==> config.mk <==
export PLATFORM = sky130hd
export DESIGN_NAME = rvm_div_unit
export DESIGN_NICKNAME = d
export VERILOG_FILES = /design/src/rtl/rvm_div_unit_pkg.sv /design/src/rtl/rvm_div_step.sv /design/src/rtl/rvm_div_unit.sv
export SDC_FILE = /design/constraint.sdc
export NUM_CORES = 1
export LEC_CHECK = 0
export CORE_MARGIN = 2
export CORE_UTILIZATION = 35
export DETAILED_ROUTE_END_ITERATION = 16
export PLACE_DENSITY_LB_ADDON = 0.2
export SLEW_MARGIN = 20
export SYNTH_ARGS = -nofsm -noshare
export SYNTH_HDL_FRONTEND = slang
export SYNTH_SLANG_ARGS = --single-unit
==> constraint.sdc <==
create_clock -name Clk -period 9.8 [get_ports Clk]
set_clock_uncertainty 0.05 [all_clocks]
set_input_delay 2.45 -clock Clk [delete_from_list [all_inputs] [get_ports Clk]]
set_output_delay 2.45 -clock Clk [all_outputs]
set_load 0.01 [all_outputs]
==> src/rtl/rvm_div_unit_pkg.sv <==
`default_nettype none
// ============================================================================
// Module      : rvm_div_unit_pkg
// Description : Shared encodings for the RV32M iterative divider.
// Revision    : 1.0 - initial release
// ============================================================================
package rvm_div_unit_pkg;

    localparam logic [1:0] DIV_OP_DIV  = 2'b00;
    localparam logic [1:0] DIV_OP_DIVU = 2'b01;
    localparam logic [1:0] DIV_OP_REM  = 2'b10;
    localparam logic [1:0] DIV_OP_REMU = 2'b11;

    typedef enum logic [1:0] {
        DIV_IDLE = 2'd0,
        DIV_CALC = 2'd1,
        DIV_DONE = 2'd2
    } divState_t;

endpackage : rvm_div_unit_pkg
`default_nettype wire

==> src/rtl/rvm_div_step.sv <==
`default_nettype none
// ============================================================================
// Module      : rvm_div_step
// Description : One radix-2 restoring division step (shift, trial subtract).
// Revision    : 1.0 - initial release
// ============================================================================
module rvm_div_step #(
    parameter int XLEN = 32
) (
    input  logic [XLEN-1:0] rem,
    input  logic [XLEN-1:0] quo,
    input  logic [XLEN-1:0] divisor,
    output logic [XLEN-1:0] remNext,
    output logic [XLEN-1:0] quoNext
);

    logic [XLEN:0] w_shifted;
    logic [XLEN:0] w_trial;

    // Borrow out of the XLEN+1-bit subtract means the trial failed and the
    // shifted remainder is restored.
    always_comb begin
        w_shifted = {rem, quo[XLEN-1]};
        w_trial   = w_shifted - {1'b0, divisor};
        remNext   = w_trial[XLEN] ? w_shifted[XLEN-1:0] : w_trial[XLEN-1:0];
        quoNext   = {quo[XLEN-2:0], ~w_trial[XLEN]};
    end

endmodule : rvm_div_step
`default_nettype wire

==> src/rtl/rvm_div_unit.sv <==
`default_nettype none
// ============================================================================
// Module      : rvm_div_unit
// Description : Multi-cycle RV32M divider (DIV/DIVU/REM/REMU), restoring radix-2.
// Revision    : 1.0 - initial release
// ============================================================================
module rvm_div_unit
    import rvm_div_unit_pkg::*;
#(
    parameter int XLEN = 32,
    parameter int CNTW = 6
) (
    input  logic            Clk,
    input  logic            Rst,
    input  logic            DivStart,
    input  logic [1:0]      DivOp,
    input  logic [XLEN-1:0] Dividend,
    input  logic [XLEN-1:0] Divisor,
    input  logic            Flush,
    output logic [XLEN-1:0] DivResult,
    output logic            DivHoldEnd,
    output logic            DivBusy
);

    divState_t       r_state;
    divState_t       w_nextState;
    logic [CNTW-1:0] r_count;
    logic [XLEN-1:0] r_rem;
    logic [XLEN-1:0] r_quo;
    logic [XLEN-1:0] r_divisor;
    logic [XLEN-1:0] r_result;
    logic [1:0]      r_op;
    logic            r_negQ;
    logic            r_negR;

    logic            w_isSigned;
    logic            w_aNeg;
    logic            w_bNeg;
    logic [XLEN-1:0] w_aMag;
    logic [XLEN-1:0] w_bMag;
    logic            w_divZero;
    logic            w_overflow;
    logic            w_accept;
    logic            w_lastStep;
    logic [XLEN-1:0] w_stepRem;
    logic [XLEN-1:0] w_stepQuo;
    logic [XLEN-1:0] w_fixResult;

    always_comb begin
        w_isSigned = (DivOp == DIV_OP_DIV) || (DivOp == DIV_OP_REM);
        w_aNeg     = w_isSigned & Dividend[XLEN-1];
        w_bNeg     = w_isSigned & Divisor[XLEN-1];
        w_aMag     = w_aNeg ? (~Dividend + 1'b1) : Dividend;
        w_bMag     = w_bNeg ? (~Divisor + 1'b1) : Divisor;
        w_divZero  = (Divisor == '0);
        w_overflow = w_isSigned && (Dividend == {1'b1, {(XLEN-1){1'b0}}}) && (Divisor == '1);
        w_accept   = (r_state == DIV_IDLE) && DivStart && !Flush;
        w_lastStep = (r_count == CNTW'(1));
    end

    rvm_div_step #(
        .XLEN (XLEN)
    ) u_step (
        .rem     (r_rem),
        .quo     (r_quo),
        .divisor (r_divisor),
        .remNext (w_stepRem),
        .quoNext (w_stepQuo)
    );

    always_comb begin
        case (r_op)
            DIV_OP_DIV:  w_fixResult = r_negQ ? (~w_stepQuo + 1'b1) : w_stepQuo;
            DIV_OP_DIVU: w_fixResult = w_stepQuo;
            DIV_OP_REM:  w_fixResult = r_negR ? (~w_stepRem + 1'b1) : w_stepRem;
            DIV_OP_REMU: w_fixResult = w_stepRem;
            default:     w_fixResult = w_stepQuo;
        endcase
    end

    always_ff @(posedge Clk or posedge Rst) begin
        if (Rst) begin
            r_state <= DIV_IDLE;
        end else begin
            r_state <= w_nextState;
        end
    end

    always_comb begin
        w_nextState = r_state;
        DivHoldEnd  = 1'b0;
        DivBusy     = (r_state != DIV_IDLE);
        case (r_state)
            DIV_IDLE: begin
                if (w_accept) begin
                    w_nextState = (w_divZero || w_overflow) ? DIV_DONE : DIV_CALC;
                end
            end
            DIV_CALC: begin
                if (Flush) begin
                    w_nextState = DIV_IDLE;
                end else if (w_lastStep) begin
                    w_nextState = DIV_DONE;
                end
            end
            DIV_DONE: begin
                DivHoldEnd  = !Flush;
                w_nextState = DIV_IDLE;
            end
            default: w_nextState = DIV_IDLE;
        endcase
    end

    // The result register is loaded on the edge that enters DONE, so it is
    // already valid during the hold-end cycle and persists afterwards.
    always_ff @(posedge Clk or posedge Rst) begin
        if (Rst) begin
            r_count   <= '0;
            r_rem     <= '0;
            r_quo     <= '0;
            r_divisor <= '0;
            r_result  <= '0;
            r_op      <= '0;
            r_negQ    <= 1'b0;
            r_negR    <= 1'b0;
        end else if (w_accept) begin
            r_op      <= DivOp;
            r_negQ    <= w_aNeg ^ w_bNeg;
            r_negR    <= w_aNeg;
            r_count   <= CNTW'(XLEN);
            r_rem     <= '0;
            r_quo     <= w_aMag;
            r_divisor <= w_bMag;
            if (w_divZero) begin
                r_result <= DivOp[1] ? Dividend : '1;
            end else if (w_overflow) begin
                r_result <= DivOp[1] ? '0 : {1'b1, {(XLEN-1){1'b0}}};
            end
        end else if ((r_state == DIV_CALC) && !Flush) begin
            r_rem   <= w_stepRem;
            r_quo   <= w_stepQuo;
            r_count <= r_count - 1'b1;
            if (w_lastStep) begin
                r_result <= w_fixResult;
            end
        end
    end

    assign DivResult = r_result;

endmodule : rvm_div_unit
`default_nettype wire

Word level (Yosys, flattened, before mapping):

Index checks and enable logic that the tools add are counted.

* flip-flop bits (word level): 140
* bits of input ports: 70
* output and inout port bits: 34
* logic and storage cells: 77

* $add $sub $neg: 6
* equal/unequal tests: 12
* multiplexer cells: 25
* bitwise gates (word level): 8
* reductions and logical operators: 17

Operators with widths (count)
* $mux 32: 16
* $add 32x1->32 const B: 4
* $not 32->32: 4
* $pmux 32 s4: 1
* $eq 32x32->1 const B: 2
* $sub 33x32->33: 1
* $logic_not 32->1: 1
* $mux 6: 2
* $eq 2x2->1 const B: 4
* $mux 2: 4
* $eq 6x1->1 const B: 1
* $logic_not 2->1: 3
* $ne 3x3->1 const B: 2
* $reduce_bool 2->1: 3
* $sub 6x1->6 const B: 1
* $logic_and 1x1->1: 5
* $eq 2x1->1 const B: 2
* $pmux 2 s2: 1
* $reduce_and 3->1: 1
* $and 1x1->1: 2
* $logic_or 1x1->1: 2
* $ne 2x2->1 const B: 1
* $reduce_and 2->1: 1
* $logic_not 1->1: 1
* other kinds (3): 3

Longest topological paths before layout:

* depth in word-level cells: 9
* gate-level depth with buffers: 25

Modules after synthesis:

From an unflattened synthesis, not the netlist that was laid out.

* cell total of the unflattened synthesis: 1472
* area total of the unflattened synthesis: 11687.5 µm²

By module, submodules not included
* rvm_div_unit: instances 1, cells each 1130, area each 9198.8 µm², sequential area each 3503.4 µm²
* rvm_div_step: instances 1, cells each 342, area each 2488.6 µm², sequential area each 0.0 µm²

Worst setup path after synthesis:

No wires, ideal clock.

* path type: input to output
* start point: in Flush
* end point: out DivHoldEnd
* data arrival time: 2759 ps
* required time: 7300 ps
* slack: 4541 ps
* stages on the path: 1
* cell sequence: nor3b_1

* longest elaborated chain between the ends: 2

RTL lines
* start: declaration: RTL line rvm_div_unit.sv:19 `input logic Flush,`
* $logic_not 1->1: RTL line rvm_div_unit.sv:107 `DivHoldEnd = !Flush;`
* $mux 1: RTL line rvm_div_unit.sv:93 `case (r_state)`
* end: declaration: RTL line rvm_div_unit.sv:21 `output logic DivHoldEnd,`

Every way passes these cells.

Final worst setup path:

Ends and elaborated chain as after synthesis.

==> reports/metrics.yaml <==
outcome:
  outcome: "finished clean"
clocking:
  cts_resized: 0
  cts_sinks: 140
  cts_buffers: 17
  cts_max_path_buffers: 2
  cts.clk_slew.worst_paths_ns: 0.06
  clk_latency_ns: 0.45
  htreeDepth: 4
  cts_hold_buffers: 0
  cts_tree: "built"
  cts_setup_buffers: 0
  cts_root_buf: "clkbuf_16"
floorplanning:
  die_w_microns: 189
  io-pin-count: 104
  die_area_sq_um: 35900
  coreArea_sq_um: 33700
  rows: 67
  start_util_pct: 35.7
  dieHeight_microns: 189
sta:
  fin_hold_ws_ns: 0.430
  max_freq_ghz: 0.162
  layout_min_cycle_time_ns: 6.16
  setup_viol: 0
  finalHoldViolCount: 0
  tns_ns: 0
  slew_headroom_pct: 30.0
  worst_pin_slew_ns: 1.05
  fin_crit_sh_pct: 62.8
  finalMaxSlewViolations: 0
  rsz0062_at_grt: "no"
global_route:
  grt_pass1_wl_microns: 65900
  grtUsageTotal_pct: 23.5
  antenna_found_initial: 1
  grt_overflow: 0
  grt_start_max_net_pins: 84
  grt_pass1_vias: 11400
logic_synthesis:
  synth-main-ff-cell: "dfrtp_1"
  postSynthNetCount: 1678
  seq_area_frac_synth_pct: 29.1
  yosys.area_share.xor_xnor_pct: 9.54
  syn_area_sq_um: 12000
  yosysWarnings: 0
  synth.mux.area_fraction_pct: 3.81
  synth-seq-cells: 140
  synth_top_family_by_area: "compound AO/OA/AOI/OAI gates"
  synth_compound_area_share_pct: 24.2
  synth-simple-area-share_pct: 23.1
  synth_edf_count: 0
  synth_cells: 1568
  syn_avg_cell_area_sq_um: 7.67
  synth-async-reset-ratio_pct: 100
  ys_types: 86
  yosys.area_share.adder_pct: 4.22
setup_path:
  cp_top_family: "buffers and inverters"
  start_kind: "input port"
  reg2reg_from: "r_quo[31]$_DFFE_PP0P_"
  path_max_fanout: 3
  rrSetupSlack_ns: 3.75
  cp_num_buf_inv: 2
  worst_r2r_path_depth: 21
  crit_slowest_cell: "clkdlybuf4s50_1"
  cp_cell_sequence: "clkdlybuf4s50_1, nor3b_1, clkdlybuf4s50_1"
  worst_ep_required_time_ns: 7.30
  worstPathArrival_ns: 3.66
  worstSetupPathType: "in -> out"
  reg2reg_to: "DivResult[30]$_DFFE_PP0P_"
  cpMostUsedCell: "clkdlybuf4s50_1"
  worstSetupEndpointType: "output port"
  slowest_delay_ns: 0.56
drt:
  firstDrtPassIters: 5
  first_iter_violations: 989
  drtAntennaViolNets: 0
  via_count: 12000
  finalWirelength_microns: 42100
  drc: 0
  wl_per_cell_microns: 20.3
  vias_per_cell: 5.77
final_layout:
  final_area_sq_um: 14000
  drive_gt1_share_pct: 5.59
  register_area_sq_um: 3500
  multiInputGateArea_sq_um: 7830
  nFillCells: 3476
  layout.nets: 1725
  antenna_cells: 0
  syn2layout_area_growth_pct: 16.3
  utilization_pct: 41.5
hold_path:
  holdCritStartpoint: "r_divisor[27]$_DFFE_PP0P_"
  holdPathStages: 2
  min_delay_worst_endpoint: "r_divisor[27]$_DFFE_PP0P_"
  hold_class: "reg -> reg"
placement:
  placed_cell_area_sq_um: 13300
  dp_hpwl_microns: 31200
  place_congestion: 0.878
  portBuffers: 103
run:
  cap_violations: 0
power_and_ir_drop:
  p_per_area_nw_per_um2: 354
  irDropWorstVdd_uv: 256
  leakagePower_nw: 5.70
  p_total_mw: 4.95
==> flip-flops by register name, summed over array words and instances, names as in the netlist <==
name / count
r_quo: 32
r_negR: 1
DivResult: 32
r_negQ: 1
r_count: 6
r_divisor: 32
r_state: 2
r_rem: 32
r_op: 2
==> routing by layer <==
layer  wire (microns)  vias to the layer above  track usage (%)
met4              665                        0             4.95
met5                0                        -                0
met2            19700                      399             38.5
met3             2540                       40             4.23
li1                 -                     5731                -
met1            19200                     5813             32.4
==> cell usage in the layout, fill, tap and decap left out, drive strengths merged, types with 14 or more instances in the layout <==
| cell | netlist | routed |
|---|---|---|
| nand2 | 219 | 219 |
| nor2 | 141 | 141 |
| dfrtp | 140 | 140 |
| o21ai | 140 | 140 |
| a21oi | 124 | 124 |
| clkdlybuf4s50 | 0 | 103 |
| xnor2 | 87 | 87 |
| inv | 81 | 81 |
| a31oi | 55 | 55 |
| xor2 | 44 | 44 |
| nor3 | 44 | 44 |
| ha | 39 | 39 |
| mux2i | 34 | 34 |
| nand4 | 25 | 25 |
| nor4 | 22 | 22 |
| clkbuf | 63 | 22 |
| o31ai | 19 | 19 |
| nand2b | 18 | 18 |
| nand3 | 17 | 17 |
| or3 | 15 | 15 |
| buf | 27 | 15 |
| or4 | 15 | 15 |
| and3 | 14 | 14 |
| and2 | 14 | 14 |
| o211ai | 14 | 14 |
==> final cells by class <==
type | count | share of cell area (%)
clock buffers | 22 | 3.39
clock inverters | 10 | 1.16
inverters | 82 | 2.25
multi-input cells | 1256 | 56.0
flip-flops and latches | 140 | 25.1
well taps | 448 | 4.01
repair buffers | 118 | 8.18
==> synth_stat cells (12+ instances only) <==
library cell	n	share of area, %
a21oi_1	119	5.0
a31oi_1	54	2.8
and2_1	13	0.68
and3_1	14	0.73
buf_2	13	0.54
clkbuf_1	62	1.9
dfrtp_1	140	29
ha_1	39	4.1
inv_1	79	2.5
mux2i_1	32	2.7
nand2_1	219	6.8
nand2b_1	18	0.94
nand3_1	17	0.71
nand4_1	25	1.3
nor2_1	141	4.4
nor2b_1	13	0.68
nor3_1	43	1.8
nor4_1	19	0.99
o211ai_1	12	0.75
o21ai_0	129	5.4
o31ai_1	18	1.1
or3_1	15	0.78
or4_1	14	0.87
xnor2_1	87	6.3
xor2_1	44	3.2
==> tightest hold or removal path, delay by kind of cell, from the launching register on <==
family | cells | cell delay [ns]
flip-flops | 1 | 0.34
AO/OA/AOI/OAI | 1 | 0.06
AND/OR/NAND/NOR | 1 | 0.05
==> worst max path at each step <==
stage	from	to	slack (ns)	depth (start not counted)
CTS	Flush	DivHoldEnd	3.64	3
floorplan	Rst	DivResult[0]$_DFFE_PP0P_	3.55	1
global placement	Divisor[8]	DivResult[28]$_DFFE_PP0P_	3.40	11
detailed placement	Divisor[8]	DivResult[28]$_DFFE_PP0P_	3.31	11
global route	r_quo[31]$_DFFE_PP0P_	DivResult[30]$_DFFE_PP0P_	3.26	21
finish	Flush	DivHoldEnd	3.64	3
==> through the flow <==
stage          setup WS, ns  std cells
2_1_floorplan          3.55       1568
3_3_place_gp           3.40       2044
3_5_place_dp           3.31       2044
4_1_cts                3.64       2076
5_1_grt                3.26       2076
6_report               3.64       2076
==> report_power, final <==
part	switching, mW	internal (mW)	leakage [nW]	total [mW]
Combinational	2.00	1.25	3.60	3.25
Sequential	0.229	0.746	1.79	0.975
Clock	0.280	0.446	0.306	0.727
Total	2.51	2.44	5.70	4.95
==> cells by family after synthesis <==
group                    Yosys count
AND/OR/NAND/NOR                  583
AO/OA/AOI/OAI                    459
buffers and inverters            172
flip-flops                       140
XOR/XNOR                         131
multiplexers                      43
adder cells (fa/ha/maj)           40
(Power assumes the default switching activity.)
